**config.mk**
```make
export PLATFORM = sky130hd
export DESIGN_NAME = cpu_datapath_flat
export DESIGN_NICKNAME = d
export VERILOG_FILES = /design/src/rtl/cpu_datapath_pkg.sv /design/src/rtl/cpu_datapath_if.sv /design/src/rtl/cpu_datapath_alu.sv /design/src/rtl/cpu_datapath.sv /design/src/flat_wrapper.sv
export SDC_FILE = /design/constraint.sdc
export NUM_CORES = 1
export LEC_CHECK = 0
export CELL_PAD_IN_SITES_DETAIL_PLACEMENT = 1
export CELL_PAD_IN_SITES_GLOBAL_PLACEMENT = 2
export CORE_AREA = 3 3 128 118
export DETAILED_ROUTE_END_ITERATION = 16
export DIE_AREA = 0 0 131 121
export PLACE_DENSITY_LB_ADDON = 0.1
export SLEW_MARGIN = 10
export SYNTH_ARGS = -nofsm -noshare
export SYNTH_HDL_FRONTEND = slang
export SYNTH_SLANG_ARGS = --single-unit
```
**constraint.sdc**
```tcl
create_clock -name clk -period 9 [get_ports clk]
set_input_delay 2.25 -clock clk [delete_from_list [all_inputs] [get_ports clk]]
set_output_delay 2.25 -clock clk [all_outputs]
set_load 0.005 [all_outputs]
```
**src/rtl/cpu_datapath_pkg.sv**
```systemverilog
// Shared encodings for the 8-bit CPU: ALU operations and bus-source selects.
// The control unit imports the same package so both sides agree on the codes.
package cpu_datapath_pkg;

    typedef enum logic [3:0] {
        ALU_ZERO = 4'd0,
        ALU_PASS = 4'd1,
        ALU_ADD  = 4'd2,
        ALU_SUB  = 4'd3,
        ALU_AND  = 4'd4,
        ALU_OR   = 4'd5,
        ALU_XOR  = 4'd6,
        ALU_NOT  = 4'd7
    } alu_op_e;

    typedef enum logic [1:0] {
        MUX_ACC = 2'd0,
        MUX_DR  = 2'd1,
        MUX_PC  = 2'd2,
        MUX_MEM = 2'd3
    } mux_sel_e;

    // Only ADD and SUB produce a meaningful carry/borrow flag.
    function automatic logic is_arith(input logic [3:0] op);
        return (op == ALU_ADD) || (op == ALU_SUB);
    endfunction

endpackage

```
**src/rtl/cpu_datapath_if.sv**
```systemverilog
// Control-strobe, memory-port and status bundle between control unit and datapath.
// master = control unit / memory side, slave = datapath.
interface cpu_datapath_if #(
    parameter int DATA_W = 8
);
    logic [1:0]          MUX_sel;
    logic [3:0]          ALU_op;
    logic                memory_WE;
    logic                AR_load;
    logic                AR_inc;
    logic                PC_load;
    logic                PC_inc;
    logic                AC_load;
    logic                ZC_load;
    logic                IR_load;
    logic                DR_load;
    logic                TL_load;
    logic                TH_load;
    logic                AB_sel;
    logic [DATA_W-1:0]   mem_rdata;
    logic [2*DATA_W-1:0] mem_addr;
    logic [DATA_W-1:0]   mem_wdata;
    logic                mem_we;
    logic [DATA_W-1:0]   Instruction;
    logic                flag_z;
    logic                flag_c;
    logic [2*DATA_W-1:0] dbg_pc;
    logic [DATA_W-1:0]   dbg_ac;

    modport master (
        output MUX_sel, ALU_op, memory_WE, AR_load, AR_inc, PC_load, PC_inc,
               AC_load, ZC_load, IR_load, DR_load, TL_load, TH_load, AB_sel,
               mem_rdata,
        input  mem_addr, mem_wdata, mem_we, Instruction, flag_z, flag_c,
               dbg_pc, dbg_ac
    );

    modport slave (
        input  MUX_sel, ALU_op, memory_WE, AR_load, AR_inc, PC_load, PC_inc,
               AC_load, ZC_load, IR_load, DR_load, TL_load, TH_load, AB_sel,
               mem_rdata,
        output mem_addr, mem_wdata, mem_we, Instruction, flag_z, flag_c,
               dbg_pc, dbg_ac
    );

endinterface

```
**src/rtl/cpu_datapath_alu.sv**
```systemverilog
// cpu_alu: combinational ALU with a 9-bit internal result so carry/borrow falls out of bit DATA_W.
module cpu_alu
    import cpu_datapath_pkg::*;
#(
    parameter int DATA_W = 8
) (
    input  logic [DATA_W-1:0] a,
    input  logic [DATA_W-1:0] b,
    input  logic [3:0]        op,
    input  logic              c_in,
    output logic [DATA_W-1:0] res,
    output logic              z,
    output logic              c
);

    logic [DATA_W:0] res_w;
    logic [DATA_W:0] cin_w;

    assign cin_w = {{DATA_W{1'b0}}, c_in};

    // Subtraction wraps modulo 2^(DATA_W+1), so a borrow shows up as the top bit.
    always_comb begin
        res_w = '0;
        case (op)
            ALU_PASS: res_w = {1'b0, b};
            ALU_ADD:  res_w = {1'b0, a} + {1'b0, b} + cin_w;
            ALU_SUB:  res_w = {1'b0, a} - {1'b0, b} - cin_w;
            ALU_AND:  res_w = {1'b0, a & b};
            ALU_OR:   res_w = {1'b0, a | b};
            ALU_XOR:  res_w = {1'b0, a ^ b};
            ALU_NOT:  res_w = {1'b0, ~a};
            default:  res_w = '0;
        endcase
    end

    assign res = res_w[DATA_W-1:0];
    assign z   = (res_w[DATA_W-1:0] == '0);
    assign c   = is_arith(op) ? res_w[DATA_W] : 1'b0;

endmodule

```
**src/rtl/cpu_datapath.sv**
```systemverilog
// Register/ALU datapath of the 8-bit CPU: PC, AR, TH/TL, IR, DR, AC, Z/C and the memory port.
// Optional CPU_DATAPATH_ADC_EN feeds the C flag into ADD/SUB for multi-byte arithmetic.
module cpu_datapath
    import cpu_datapath_pkg::*;
#(
    parameter int                  DATA_W   = 8,
    parameter logic [2*DATA_W-1:0] RESET_PC = '0
) (
    input logic           clk,
    input logic           rst,
    cpu_datapath_if.slave bus_if
);

    localparam int ADDR_W = 2 * DATA_W;
    localparam logic [ADDR_W-1:0] ADDR_ONE = ADDR_W'(1);

    logic [ADDR_W-1:0] pc_q, pc_d, ar_q, ar_d;
    logic [DATA_W-1:0] th_q, th_d, tl_q, tl_d;
    logic [DATA_W-1:0] ir_q, ir_d, dr_q, dr_d, ac_q, ac_d;
    logic              z_q, z_d, c_q, c_d;

    logic [DATA_W-1:0] bus;
    logic [DATA_W-1:0] alu_res;
    logic              alu_z, alu_c, alu_c_in;

    always_comb begin
        bus = ac_q;
        case (bus_if.MUX_sel)
            MUX_ACC: bus = ac_q;
            MUX_DR:  bus = dr_q;
            MUX_PC:  bus = pc_q[DATA_W-1:0];
            MUX_MEM: bus = bus_if.mem_rdata;
            default: bus = ac_q;
        endcase
    end

`ifdef CPU_DATAPATH_ADC_EN
    assign alu_c_in = c_q;
`else
    assign alu_c_in = 1'b0;
`endif

    cpu_alu #(.DATA_W(DATA_W)) u_alu (
        .a    (ac_q),
        .b    (bus),
        .op   (bus_if.ALU_op),
        .c_in (alu_c_in),
        .res  (alu_res),
        .z    (alu_z),
        .c    (alu_c)
    );

    // AR_load with AB_sel=1 deliberately reads pc_q, i.e. the PC before this edge's update.
    always_comb begin
        pc_d = pc_q;
        if (bus_if.PC_load)     pc_d = {th_q, tl_q};
        else if (bus_if.PC_inc) pc_d = pc_q + ADDR_ONE;

        ar_d = ar_q;
        if (bus_if.AR_load)     ar_d = bus_if.AB_sel ? pc_q : {th_q, tl_q};
        else if (bus_if.AR_inc) ar_d = ar_q + ADDR_ONE;

        th_d = bus_if.TH_load ? bus : th_q;
        tl_d = bus_if.TL_load ? bus : tl_q;
        ir_d = bus_if.IR_load ? bus : ir_q;
        dr_d = bus_if.DR_load ? bus : dr_q;
        ac_d = bus_if.AC_load ? alu_res : ac_q;
        z_d  = bus_if.ZC_load ? alu_z : z_q;
        c_d  = bus_if.ZC_load ? alu_c : c_q;
    end

    always_ff @(posedge clk) begin
        if (rst) begin
            pc_q <= RESET_PC;
            ar_q <= '0;
            th_q <= '0;
            tl_q <= '0;
            ir_q <= '0;
            dr_q <= '0;
            ac_q <= '0;
            z_q  <= 1'b0;
            c_q  <= 1'b0;
        end else begin
            pc_q <= pc_d;
            ar_q <= ar_d;
            th_q <= th_d;
            tl_q <= tl_d;
            ir_q <= ir_d;
            dr_q <= dr_d;
            ac_q <= ac_d;
            z_q  <= z_d;
            c_q  <= c_d;
        end
    end

    assign bus_if.mem_addr    = ar_q;
    assign bus_if.mem_wdata   = bus;
    assign bus_if.mem_we      = bus_if.memory_WE;
    assign bus_if.Instruction = ir_q;
    assign bus_if.flag_z      = z_q;
    assign bus_if.flag_c      = c_q;
    assign bus_if.dbg_pc      = pc_q;
    assign bus_if.dbg_ac      = ac_q;

endmodule

```
**src/flat_wrapper.sv**
```systemverilog
// flat-port wrapper written by rule: the top's interface ports become plain ports
module cpu_datapath_flat import cpu_datapath_pkg::*;
#(
    parameter int                  DATA_W   = 8,
    parameter logic [2*DATA_W-1:0] RESET_PC = '0
)
  (clk, rst, bus_if_MUX_sel, bus_if_ALU_op, bus_if_memory_WE, bus_if_AR_load, bus_if_AR_inc, bus_if_PC_load, bus_if_PC_inc, bus_if_AC_load, bus_if_ZC_load, bus_if_IR_load, bus_if_DR_load, bus_if_TL_load, bus_if_TH_load, bus_if_AB_sel, bus_if_mem_rdata, bus_if_mem_addr, bus_if_mem_wdata, bus_if_mem_we, bus_if_Instruction, bus_if_flag_z, bus_if_flag_c, bus_if_dbg_pc, bus_if_dbg_ac);
  cpu_datapath_if #(.DATA_W(DATA_W)) bus_if_i ();
  input logic clk;
  input logic rst;
  input wire logic [$bits(bus_if_i.MUX_sel)-1:0] bus_if_MUX_sel;
  input wire logic [$bits(bus_if_i.ALU_op)-1:0] bus_if_ALU_op;
  input wire logic [$bits(bus_if_i.memory_WE)-1:0] bus_if_memory_WE;
  input wire logic [$bits(bus_if_i.AR_load)-1:0] bus_if_AR_load;
  input wire logic [$bits(bus_if_i.AR_inc)-1:0] bus_if_AR_inc;
  input wire logic [$bits(bus_if_i.PC_load)-1:0] bus_if_PC_load;
  input wire logic [$bits(bus_if_i.PC_inc)-1:0] bus_if_PC_inc;
  input wire logic [$bits(bus_if_i.AC_load)-1:0] bus_if_AC_load;
  input wire logic [$bits(bus_if_i.ZC_load)-1:0] bus_if_ZC_load;
  input wire logic [$bits(bus_if_i.IR_load)-1:0] bus_if_IR_load;
  input wire logic [$bits(bus_if_i.DR_load)-1:0] bus_if_DR_load;
  input wire logic [$bits(bus_if_i.TL_load)-1:0] bus_if_TL_load;
  input wire logic [$bits(bus_if_i.TH_load)-1:0] bus_if_TH_load;
  input wire logic [$bits(bus_if_i.AB_sel)-1:0] bus_if_AB_sel;
  input wire logic [$bits(bus_if_i.mem_rdata)-1:0] bus_if_mem_rdata;
  output wire logic [$bits(bus_if_i.mem_addr)-1:0] bus_if_mem_addr;
  output wire logic [$bits(bus_if_i.mem_wdata)-1:0] bus_if_mem_wdata;
  output wire logic [$bits(bus_if_i.mem_we)-1:0] bus_if_mem_we;
  output wire logic [$bits(bus_if_i.Instruction)-1:0] bus_if_Instruction;
  output wire logic [$bits(bus_if_i.flag_z)-1:0] bus_if_flag_z;
  output wire logic [$bits(bus_if_i.flag_c)-1:0] bus_if_flag_c;
  output wire logic [$bits(bus_if_i.dbg_pc)-1:0] bus_if_dbg_pc;
  output wire logic [$bits(bus_if_i.dbg_ac)-1:0] bus_if_dbg_ac;
  assign bus_if_i.MUX_sel = bus_if_MUX_sel;
  assign bus_if_i.ALU_op = bus_if_ALU_op;
  assign bus_if_i.memory_WE = bus_if_memory_WE;
  assign bus_if_i.AR_load = bus_if_AR_load;
  assign bus_if_i.AR_inc = bus_if_AR_inc;
  assign bus_if_i.PC_load = bus_if_PC_load;
  assign bus_if_i.PC_inc = bus_if_PC_inc;
  assign bus_if_i.AC_load = bus_if_AC_load;
  assign bus_if_i.ZC_load = bus_if_ZC_load;
  assign bus_if_i.IR_load = bus_if_IR_load;
  assign bus_if_i.DR_load = bus_if_DR_load;
  assign bus_if_i.TL_load = bus_if_TL_load;
  assign bus_if_i.TH_load = bus_if_TH_load;
  assign bus_if_i.AB_sel = bus_if_AB_sel;
  assign bus_if_i.mem_rdata = bus_if_mem_rdata;
  assign bus_if_mem_addr = bus_if_i.mem_addr;
  assign bus_if_mem_wdata = bus_if_i.mem_wdata;
  assign bus_if_mem_we = bus_if_i.mem_we;
  assign bus_if_Instruction = bus_if_i.Instruction;
  assign bus_if_flag_z = bus_if_i.flag_z;
  assign bus_if_flag_c = bus_if_i.flag_c;
  assign bus_if_dbg_pc = bus_if_i.dbg_pc;
  assign bus_if_dbg_ac = bus_if_i.dbg_ac;
  cpu_datapath #(.DATA_W(DATA_W), .RESET_PC(RESET_PC)) u_core (.clk(clk), .rst(rst), .bus_if(bus_if_i));
endmodule
```
==> run_summary.xml <==
<?xml version="1.0" encoding="UTF-8"?>
<metrics>
  <group name="outcome">
    <metric name="status" unit="">finished clean</metric>
  </group>
  <group name="yosys">
    <metric name="synth.net_count" unit="">589</metric>
    <metric name="synth_top_cells_by_area" unit="">sky130_fd_sc_hd__dfxtp_1 32%, sky130_fd_sc_hd__mux2i_1 13%, sky130_fd_sc_hd__nor2_1 8.0%</metric>
    <metric name="synth_top_cell_by_area" unit="">sky130_fd_sc_hd__dfxtp_1</metric>
    <metric name="synth_warnings" unit="">0</metric>
    <metric name="synth.lib_cells_used.distinct" unit="">52</metric>
    <metric name="postSynthCellCount" unit="">532</metric>
    <metric name="postSynthAreaPerCell" unit="sq um">8.77</metric>
    <metric name="postSynthRegisterBits" unit="">74</metric>
    <metric name="synth_top_flop_cell" unit="">sky130_fd_sc_hd__dfxtp_1</metric>
    <metric name="post-synth-top-area-fraction" unit="">0.318</metric>
    <metric name="netlist_area" unit="sq mm">0.00466</metric>
    <metric name="post_synth_most_frequent_cells" unit="">99 x sky130_fd_sc_hd__nor2_1, 74 x sky130_fd_sc_hd__dfxtp_1, 61 x sky130_fd_sc_hd__mux2i_1</metric>
    <metric name="sequential_element_share_of_the_synthesized_area" unit="">0.318</metric>
    <metric name="async_flop_share" unit="">0</metric>
    <metric name="synth_enable_flop_cells" unit="">0</metric>
    <metric name="yosys.cell_count.top_type" unit="">sky130_fd_sc_hd__nor2_1</metric>
  </group>
  <group name="timing">
    <metric name="final_setup_violating_endpoints" unit="">0</metric>
    <metric name="timing.setup.tns" unit="ns">0</metric>
    <metric name="finalHoldViolCount" unit="">0</metric>
    <metric name="worst_slew_pin_slew" unit="ns">1.12</metric>
    <metric name="max_freq" unit="MHz">149</metric>
    <metric name="rsz0062_at_grt" unit="">false</metric>
    <metric name="timing.final.crit_period" unit="ns">6.72</metric>
    <metric name="timing.max_slew.rel_slack" unit="">0.250</metric>
    <metric name="min_period_over_period" unit="">0.747</metric>
    <metric name="timing.final.max_slew_violations" unit="">0</metric>
    <metric name="finalClockSkew" unit="ns">0.00788</metric>
  </group>
  <group name="finish">
    <metric name="finalCoreUtilization" unit="">0.422</metric>
    <metric name="stdcell_area" unit="sq mm">0.00586</metric>
    <metric name="drive_above_1_share" unit="">0.0554</metric>
    <metric name="number_of_nets_in_the_layout" unit="">648</metric>
    <metric name="area_growth_syn_to_layout" unit="%">25.7</metric>
    <metric name="antennaDiodeCount" unit="">0</metric>
  </group>
  <group name="clock_tree">
    <metric name="clk_root_buffer_cell" unit="">sky130_fd_sc_hd__clkbuf_16</metric>
    <metric name="post_cts_resized" unit="">0</metric>
    <metric name="cts_tree" unit="">done</metric>
    <metric name="cts_setup_buffers" unit="">0</metric>
    <metric name="cts_hold_buffers" unit="">0</metric>
    <metric name="clock_sinks" unit="">74</metric>
    <metric name="cts-buffers-inserted" unit="">9</metric>
    <metric name="cts-htree-levels" unit="">3</metric>
    <metric name="clk-insertion-delay-late" unit="ns">0.34</metric>
    <metric name="maximum_clock_insertion_buffer_count" unit="">2</metric>
    <metric name="clkSlewWorstSetupHoldPaths" unit="ns">0.06</metric>
  </group>
  <group name="grt">
    <metric name="pin_count_of_the_biggest_net_entering_global_routing" unit="">75</metric>
    <metric name="grt_first_pass_wirelength" unit="um">23300</metric>
    <metric name="grtUsageTotal" unit="">0.192</metric>
    <metric name="overflow" unit="">0</metric>
    <metric name="via_count_of_the_first_global_routing_pass" unit="">4070</metric>
    <metric name="number_of_antenna_violations_at_the_first_check_in_global_routing" unit="">0</metric>
  </group>
  <group name="detailed_routing">
    <metric name="avgViaCountPerCell" unit="">5.12</metric>
    <metric name="firstDrtPassIters" unit="">4</metric>
    <metric name="detailroute.via_count" unit="">4043</metric>
    <metric name="initialDrtViolationCount" unit="">184</metric>
    <metric name="wire_per_inst" unit="um">18.6</metric>
    <metric name="drt.antenna.violating_nets" unit="">0</metric>
    <metric name="drc" unit="">0</metric>
    <metric name="route.final.wire_length" unit="um">14700</metric>
  </group>
  <group name="placement">
    <metric name="place.gp.congestion" unit="">0.852</metric>
    <metric name="placed_standard_cell_area" unit="sq mm">0.00559</metric>
    <metric name="dp_hpwl" unit="um">10800</metric>
    <metric name="port-buffer-count" unit="">84</metric>
  </group>
  <group name="critical_path">
    <metric name="critical_path_source_type" unit="">input pin</metric>
    <metric name="worst-path-max-fanout" unit="">9</metric>
    <metric name="cp.arrival" unit="ns">4.47</metric>
    <metric name="worstSetupEndpointType" unit="">primary output</metric>
    <metric name="worstPathRequired" unit="ns">6.75</metric>
    <metric name="worst-setup-path-type" unit="">input pin to primary output</metric>
  </group>
  <group name="floorplan">
    <metric name="floorplan.initialDensity" unit="">0.336</metric>
    <metric name="dieWidth" unit="um">131</metric>
    <metric name="fp.coreArea" unit="sq mm">0.0139</metric>
    <metric name="num_rows" unit="">41</metric>
    <metric name="die_area" unit="sq mm">0.0159</metric>
    <metric name="die_h" unit="um">121</metric>
    <metric name="floorplan.io_pins" unit="">87</metric>
  </group>
  <group name="power_and_ir_drop">
    <metric name="cellPowerDensity" unit="mW/mm^2">158</metric>
    <metric name="max-vdd-ir-drop" unit="mV">0.113</metric>
    <metric name="leakage" unit="nW">2.31</metric>
  </group>
  <group name="run">
    <metric name="total_of_max_cap_violations" unit="">0</metric>
  </group>
  <group name="min_path">
    <metric name="hold_wc_path_type" unit="">register to register</metric>
  </group>
</metrics>
## sequential cells by signal, summed over array words and instances (netlist names)
register / cells
u_core.tl_q: 8
u_core.th_q: 8
u_core.dr_q: 8
u_core.bus_if.flag_c: 1
u_core.bus_if.Instruction: 8
u_core.bus_if.dbg_ac: 8
u_core.bus_if.flag_z: 1
u_core.bus_if.dbg_pc: 16
u_core.bus_if.mem_addr: 16
## critical path, cell delays in order
cell	delay (ns)
sky130_fd_sc_hd__clkdlybuf4s50_1	0.78
sky130_fd_sc_hd__mux4_1	0.89
sky130_fd_sc_hd__clkdlybuf4s50_1	0.55
## metal layers
metal	wire, um	global-route usage	vias up
li1	-	-	1996
met2	6070	0.268	90
met5	0	0	-
met3	580	0.0414	13
met1	7840	0.296	1944
met4	196	0.0463	0
## final timing paths
kind	start	slack [ns]	depth (start not counted)	to
worst max-delay path	bus_if_MUX_sel[1]	2.28	3	bus_if_mem_wdata[5]
worst min-delay path	u_core.bus_if.flag_c	0.47	2	u_core.bus_if.flag_c
worst max register to register	u_core.bus_if.dbg_ac[1]	5.16	12	u_core.bus_if.flag_z
worst min register to register	u_core.bus_if.flag_c	0.47	2	u_core.bus_if.flag_c
## kinds of logic (layout without fill, tap and decap cells)
logic type,after synthesis,in the layout,synth area share
flops,74,74,0.318
xor+xnor,37,37,0.0695
compound gates,93,93,0.131
fa+ha+maj,29,29,0.0794
buf+inv,59,123,0.0545
mux,72,72,0.180
simple gates,168,168,0.168
## per-stage QoR
step / setup slack [ns] / hold WS, ns / total power (W) / instances
2_1_floorplan: 3.66 / 0.452 / 0.000516 / 532
3_3_place_gp: 2.27 / 0.465 / 0.000591 / 773
3_5_place_dp: 2.25 / 0.462 / 0.000598 / 773
4_1_cts: 2.24 / 0.472 / 0.000941 / 789
5_1_grt: 2.15 / 0.504 / 0.000984 / 789
6_report: 2.28 / 0.468 / 0.000929 / 789
## cell type report
cell class | instances | area (sq um)
Clock buffer | 11 | 243
Clock inverter | 5 | 30.0
Multi-Input combinational cell | 399 | 2940
Tap cell | 193 | 241
Fill cell | 1634 | 8040
Timing Repair Buffer | 87 | 858
Inverter | 20 | 75.1
Sequential cell | 74 | 1480
## layout by cell type (no fill, tap or decap), types with 3 or more instances in the layout
cell,count
sky130_fd_sc_hd__nand2_1,14
sky130_fd_sc_hd__dfxtp_1,74
sky130_fd_sc_hd__clkinv_2,3
sky130_fd_sc_hd__nand4_1,9
sky130_fd_sc_hd__nor2_1,99
sky130_fd_sc_hd__o22ai_1,8
sky130_fd_sc_hd__mux2_2,3
sky130_fd_sc_hd__xnor2_1,22
sky130_fd_sc_hd__mux4_1,4
sky130_fd_sc_hd__nand2b_1,4
sky130_fd_sc_hd__mux4_2,4
sky130_fd_sc_hd__nand3b_1,3
sky130_fd_sc_hd__o21ai_0,7
sky130_fd_sc_hd__inv_1,20
sky130_fd_sc_hd__a211oi_1,28
sky130_fd_sc_hd__nand3_1,13
sky130_fd_sc_hd__a21oi_1,31
sky130_fd_sc_hd__clkbuf_16,9
sky130_fd_sc_hd__and3_1,6
sky130_fd_sc_hd__nor3_1,4
sky130_fd_sc_hd__buf_4,3
sky130_fd_sc_hd__mux2i_1,61
sky130_fd_sc_hd__clkdlybuf4s50_1,83
sky130_fd_sc_hd__ha_1,28
sky130_fd_sc_hd__nor2b_1,4
sky130_fd_sc_hd__xor2_1,15
## where the power goes
part           internal [W]  total, W  switching, W
Clock              0.000193  0.000338      0.000145
Sequential         0.000343  0.000362     0.0000190
Combinational      0.000109  0.000228      0.000120
Power figures use the tool's default switching activity.
==> edit 1 (same flow settings) <==
Take the reset off `tl_q` and load it in a clocked block of its own.
--- a/src/rtl/cpu_datapath.sv
+++ b/src/rtl/cpu_datapath.sv
@@ -74,7 +74,6 @@
             pc_q <= RESET_PC;
             ar_q <= '0;
             th_q <= '0;
-            tl_q <= '0;
             ir_q <= '0;
             dr_q <= '0;
             ac_q <= '0;
@@ -84,13 +83,16 @@
             pc_q <= pc_d;
             ar_q <= ar_d;
             th_q <= th_d;
-            tl_q <= tl_d;
             ir_q <= ir_d;
             dr_q <= dr_d;
             ac_q <= ac_d;
             z_q  <= z_d;
             c_q  <= c_d;
         end
+    end
+
+    always_ff @(posedge clk) begin
+        tl_q <= tl_d;
     end
 
     assign bus_if.mem_addr    = ar_q;
Check against the original RTL: not equivalent (a bounded check fails within 4 cycles, from zero or initial values and one cycle with rst high).
==> edit 1 against the original RTL <==
- sequential cell count unchanged
- fmax down 0.30%
- power up 2.3%
- setup slack worse by 0.020 ns
- final area down 1.1%
- clock power down 4%
- wire length down 4.8%
- via count down 1.5%
- synthesized area down 1.4%
- synthesized cell count down 4.1%
==> edit 1: results (changes against the original RTL) <==
RESULT_OF_THE_RUN='finished, final reports clean'  # unchanged
WL_MET1_MM=7.30  # was 7.84 mm
SYNTH_NETS=567  # was 589
PLACED_CELL_AREA_UM2=5540  # was 5590 µm²
CLOCK_TREE.ROOT_CELL='sky130_fd_sc_hd__clkbuf_16'  # unchanged
SYNTH_AREA_LEADERS='sky130_fd_sc_hd__dfxtp_1 29%, sky130_fd_sc_hd__mux2i_1 12%, sky130_fd_sc_hd__ha_1 7.6%'  # was sky130_fd_sc_hd__dfxtp_1 32%, sky130_fd_sc_hd__mux2i_1 13%, sky130_fd_sc_hd__nor2_1 8.0%
CTSLONGESTPATHBUFFERS=2  # unchanged
FINAL.SETUP_SKEW_NS=0.00737  # was 0.00788 ns
VDD_DROP_MAX_mV=0.129  # was 0.113 mV
FINAL.SIGNAL_INVERTER_COUNT=21  # was 20
POST-PLACE-WS_NS=2.24  # was 2.25 ns
HPWL_AFTER_DETAILED_PLACEMENT_MM=10.5  # was 10.8 mm
TIMING.MAX_SLEW.REL_SLACK_PCT=23.4  # was 25.0%
MET3_USAGE_PCT=3.61  # was 4.14%
WL_MET2_MM=5.95  # was 6.07 mm
BUFAREASHARENONCLOCK_PCT=14.5  # was 14.6%
N_MULTI_INPUT_COMBINATIONAL_CELL=382  # was 399
CLKCELLAREAFRAC_PCT=4.55  # was 4.65%
CRIT_FANOUT=10  # was 9
MULTI_INPUT_AREA_UM2=2810  # was 2940 µm²
GLOBAL_ROUTING_USAGE_ON_MET2_PCT=25.7  # was 26.8%
NETS=630  # was 648
DRIVE_ABOVE_1_SHARE_PCT=5.55  # was 5.54%
VIAS_PER_CELL=5.17  # was 5.12
HTREE_LEVELS=3  # unchanged
FIRST_PASS_GRT_WIRE_LENGTH_MM=22.2  # was 23.3 mm
SYNTH-EDFF-COUNT=8  # was 0
SEQ_AREA_SHARE_PCT=26.9  # was 25.3%
GRT_START_MAX_NET_PINS=67  # was 75
INTERNAL_POWER_mW=0.663  # was 0.645 mW
CP.ARRIVAL_NS=4.49  # was 4.47 ns
PLACE_CONGESTION=0.856  # was 0.852
YOSYS.CELL_TYPES.COUNT=53  # was 52
MET1_USAGE_PCT=27.9  # was 29.6%
POST-ROUTE-UTIL_PCT=41.7  # was 42.2%
WL_MM=14.0  # was 14.7 mm
LAYOUT.NON_CLOCK_BUFFERS=85  # was 87
FILLERINSTANCES=1586  # was 1634
ROUTED-WL-MET3_UM=562  # was 580 µm
NFLOPSANDLATCHES=74  # unchanged
CLOCK_BUFFER_COUNT=12  # was 11
SYNTH.TOP_CELLS.BY_COUNT='91 x sky130_fd_sc_hd__nor2_1, 66 x sky130_fd_sc_hd__dfxtp_1, 53 x sky130_fd_sc_hd__mux2i_1'  # was 99 x sky130_fd_sc_hd__nor2_1, 74 x sky130_fd_sc_hd__dfxtp_1, 61 x sky130_fd_sc_hd__mux2i_1
INITIALDRTVIOLATIONCOUNT=181  # was 184
PROPORTION_OF_SYNTHESIZED_CHIP_AREA_IN_SEQUENTIAL_CELLS_PCT=34.0  # was 31.8%
edit 1: worst reg2reg max path, delay by kind of cell (launching register included):
kind	cells	cell delay (ns)
simple gates	2	0.29
buf+inv	1	0.20
flops	1	0.38
fa+ha+maj	2	0.53
compound gates	4	1.26
mux	3	1.16
edit 1: power by group through the flow:
| stage | combinational (mW) | sequential (mW) | clock, mW |
|---|---|---|---|
| after floorplan | 0.159 | 0.377 | 0 |
| after global placement | 0.239 | 0.386 | 0 |
| after detailed placement | 0.245 | 0.386 | 0 |
| after CTS | 0.247 | 0.379 | 0.339 |
| after global routing | 0.274 | 0.382 | 0.353 |
| final | 0.246 | 0.379 | 0.326 |
edit 1: kinds of logic after synthesis:
family	after synthesis	synth area share [%]
mux	64	16.4
compound gates	93	13.3
xor+xnor	37	7.05
fa+ha+maj	29	8.05
flops	74	34.0
buf+inv	54	5.01
simple gates	159	16.3
edit 1: final timing paths:
path                            slack (ns)                                 start  depth (start not counted)                                end
worst max-delay path                  2.26                     bus_if_MUX_sel[1]                          3                bus_if_mem_wdata[4]
worst min register to register        0.48     u_core.bus_if.flag_c$_SDFFE_PP0P_                          2  u_core.bus_if.flag_c$_SDFFE_PP0P_
worst min-delay path                  0.48     u_core.bus_if.flag_c$_SDFFE_PP0P_                          2  u_core.bus_if.flag_c$_SDFFE_PP0P_
worst max register to register        5.12  u_core.bus_if.dbg_pc[0]$_SDFFE_PP0P_                         12  u_core.bus_if.flag_z$_SDFFE_PP0P_
edit 1: stage by stage:
step	std cells	hold slack, ns
2_1_floorplan	510	0.452
3_3_place_gp	755	0.460
3_5_place_dp	755	0.466
4_1_cts	770	0.483
5_1_grt	770	0.521
6_report	770	0.479
==> edit 2 (same flow settings) <==
Made on the original files. The option `CPU_DATAPATH_ADC_EN` is turned on by a define.
--- a/src/rtl/cpu_datapath.sv
+++ b/src/rtl/cpu_datapath.sv
@@ -1,5 +1,7 @@
 // Register/ALU datapath of the 8-bit CPU: PC, AR, TH/TL, IR, DR, AC, Z/C and the memory port.
 // Optional CPU_DATAPATH_ADC_EN feeds the C flag into ADD/SUB for multi-byte arithmetic.
+`define CPU_DATAPATH_ADC_EN
+
 module cpu_datapath
     import cpu_datapath_pkg::*;
 #(
Check against the original RTL: not equivalent (Yosys sat finds a counterexample within 4 cycles, from zero or initial values and one cycle with rst high).
==> edit 2 against the original RTL <==
- power barely moved
- wire length rose by 6.3%
- sequential cell count did not move
- die area did not move
- synthesized area rose by 3.6%
- clock power rose by 6.2%
- global-route usage rose by 1.5 points
- fmax fell by 0.71%
- first-iteration DRC count rose by 17%
- setup slack got worse by 0.048 ns
- clock skew fell by 0.0018 ns
- sequential share of layout area fell by 0.95 points
- final area rose by 3.9%
- largest cell class unchanged
- highest routed layer unchanged
==> edit 2: results (changes against the original RTL) <==
SLOWEST_DELAY_NS=0.80  # was 0.89 ns
VIAS_PER_CELL=5.17  # was 5.12
NETS=674  # was 648
N_MULTI_INPUT_COMBINATIONAL_CELL=403  # was 399
SYNTH_ADDER_AREA_SHARE_PCT=9.52  # was 7.94%
FIRST_PASS_GRT_WIRE_LENGTH_MM=25.0  # was 23.3 mm
YOSYS.CELL_TYPES.COUNT=49  # was 52
WL_MET1_MM=7.89  # was 7.84 mm
FINAL.SETUP_SKEW_NS=0.00604  # was 0.00788 ns
CLOCK_BUFFER_COUNT=12  # was 11
FIRST_GLOBAL_VIAS=4316  # was 4070
WL_MET2_MM=6.73  # was 6.07 mm
SYNTH.TOP_CELLS.BY_COUNT='88 x sky130_fd_sc_hd__nor2_1, 74 x sky130_fd_sc_hd__dfxtp_1, 62 x sky130_fd_sc_hd__mux2i_1'  # was 99 x sky130_fd_sc_hd__nor2_1, 74 x sky130_fd_sc_hd__dfxtp_1, 61 x sky130_fd_sc_hd__mux2i_1
FINAL.SIGNAL_INVERTER_COUNT=36  # was 20
GRT_START_MAX_NET_PINS=76  # was 75
VDD_DROP_MAX_mV=0.0923  # was 0.113 mV
CLKPWRFRAC_PCT=38.6  # was 36.4%
POWER_FRAC_COMB_PCT=22.5  # was 24.6%
INITIALDRTVIOLATIONCOUNT=215  # was 184
PROPORTION_OF_SYNTHESIZED_CHIP_AREA_IN_SEQUENTIAL_CELLS_PCT=30.6  # was 31.8%
FILLERINSTANCES=1621  # was 1634
BUFAREASHARENONCLOCK_PCT=14.1  # was 14.6%
COMPOUND_CELL_AREA_SHARE_OF_THE_YOSYS_NETLIST_PCT=11.1  # was 13.1%
ROUTED-WL-MET3_UM=897  # was 580 µm
POST_SYNTH_XOR_AREA_FRACTION_PCT=7.61  # was 6.95%
WORST_PATH_MAX_DELAY_CELL='sky130_fd_sc_hd__clkdlybuf4s50_1'  # was sky130_fd_sc_hd__mux4_1
TIMING.MAX_SLEW.REL_SLACK_PCT=22.7  # was 25.0%
HPWL_AFTER_DETAILED_PLACEMENT_MM=11.6  # was 10.8 mm
CP.ARRIVAL_NS=4.52  # was 4.47 ns
WL_MM=15.6  # was 14.7 mm
PLACE_CONGESTION=0.873  # was 0.852
RESULT_OF_THE_RUN='finished, final reports clean'  # unchanged
P_SW_mW=0.276  # was 0.284 mW
edit 2: cells by family after synthesis:
logic type | Yosys count
muxes | 75
adders and majority gates | 35
and+or+nand+nor | 171
xor gates and xnor gates | 42
buffers and inverters | 66
DFF | 74
AOI/OAI and AO/OA | 80
edit 2: per-stage QoR:
| step | util (%) | cells | cell area (µm²) |
|---|---|---|---|
| 6_report | 43.8 | 809 | 6090 |
| 2_1_floorplan | - | 543 | 4830 |
| 3_3_place_gp | 41.7 | 793 | 5800 |
| 3_5_place_dp | 41.7 | 793 | 5800 |
| 5_1_grt | 43.8 | 809 | 6090 |
| 4_1_cts | 43.8 | 809 | 6090 |
edit 2: metal layers:
metal | vias to the layer above | track usage, %
met5 | - | 0
li1 | 2021 | -
met4 | 0 | 3.47
met2 | 94 | 29.9
met1 | 2055 | 31.5
met3 | 11 | 4.97
edit 2: worst register-to-register path: cells and delay by family, from the launching register on:
kind | cells | cell delay, ns
buffers and inverters | 1 | 0.14
adders and majority gates | 2 | 0.92
and+or+nand+nor | 3 | 0.71
AOI/OAI and AO/OA | 3 | 0.76
xor gates and xnor gates | 1 | 0.09
muxes | 2 | 0.79
DFF | 1 | 0.53
edit 2: path summary, 6_finish.rpt:
check / slack, ns / from / cells past startpoint / to
setup / recovery: 2.23 / bus_if_MUX_sel[0] / 4 / bus_if_mem_wdata[0]
hold / removal: 0.50 / u_core.dr_q[3]$_SDFFE_PP0P_ / 2 / u_core.dr_q[3]$_SDFFE_PP0P_
setup reg to reg: 5.01 / u_core.bus_if.dbg_ac[0]$_SDFFE_PP0P_ / 12 / u_core.bus_if.flag_z$_SDFFE_PP0P_
hold reg to reg: 0.50 / u_core.dr_q[3]$_SDFFE_PP0P_ / 2 / u_core.dr_q[3]$_SDFFE_PP0P_
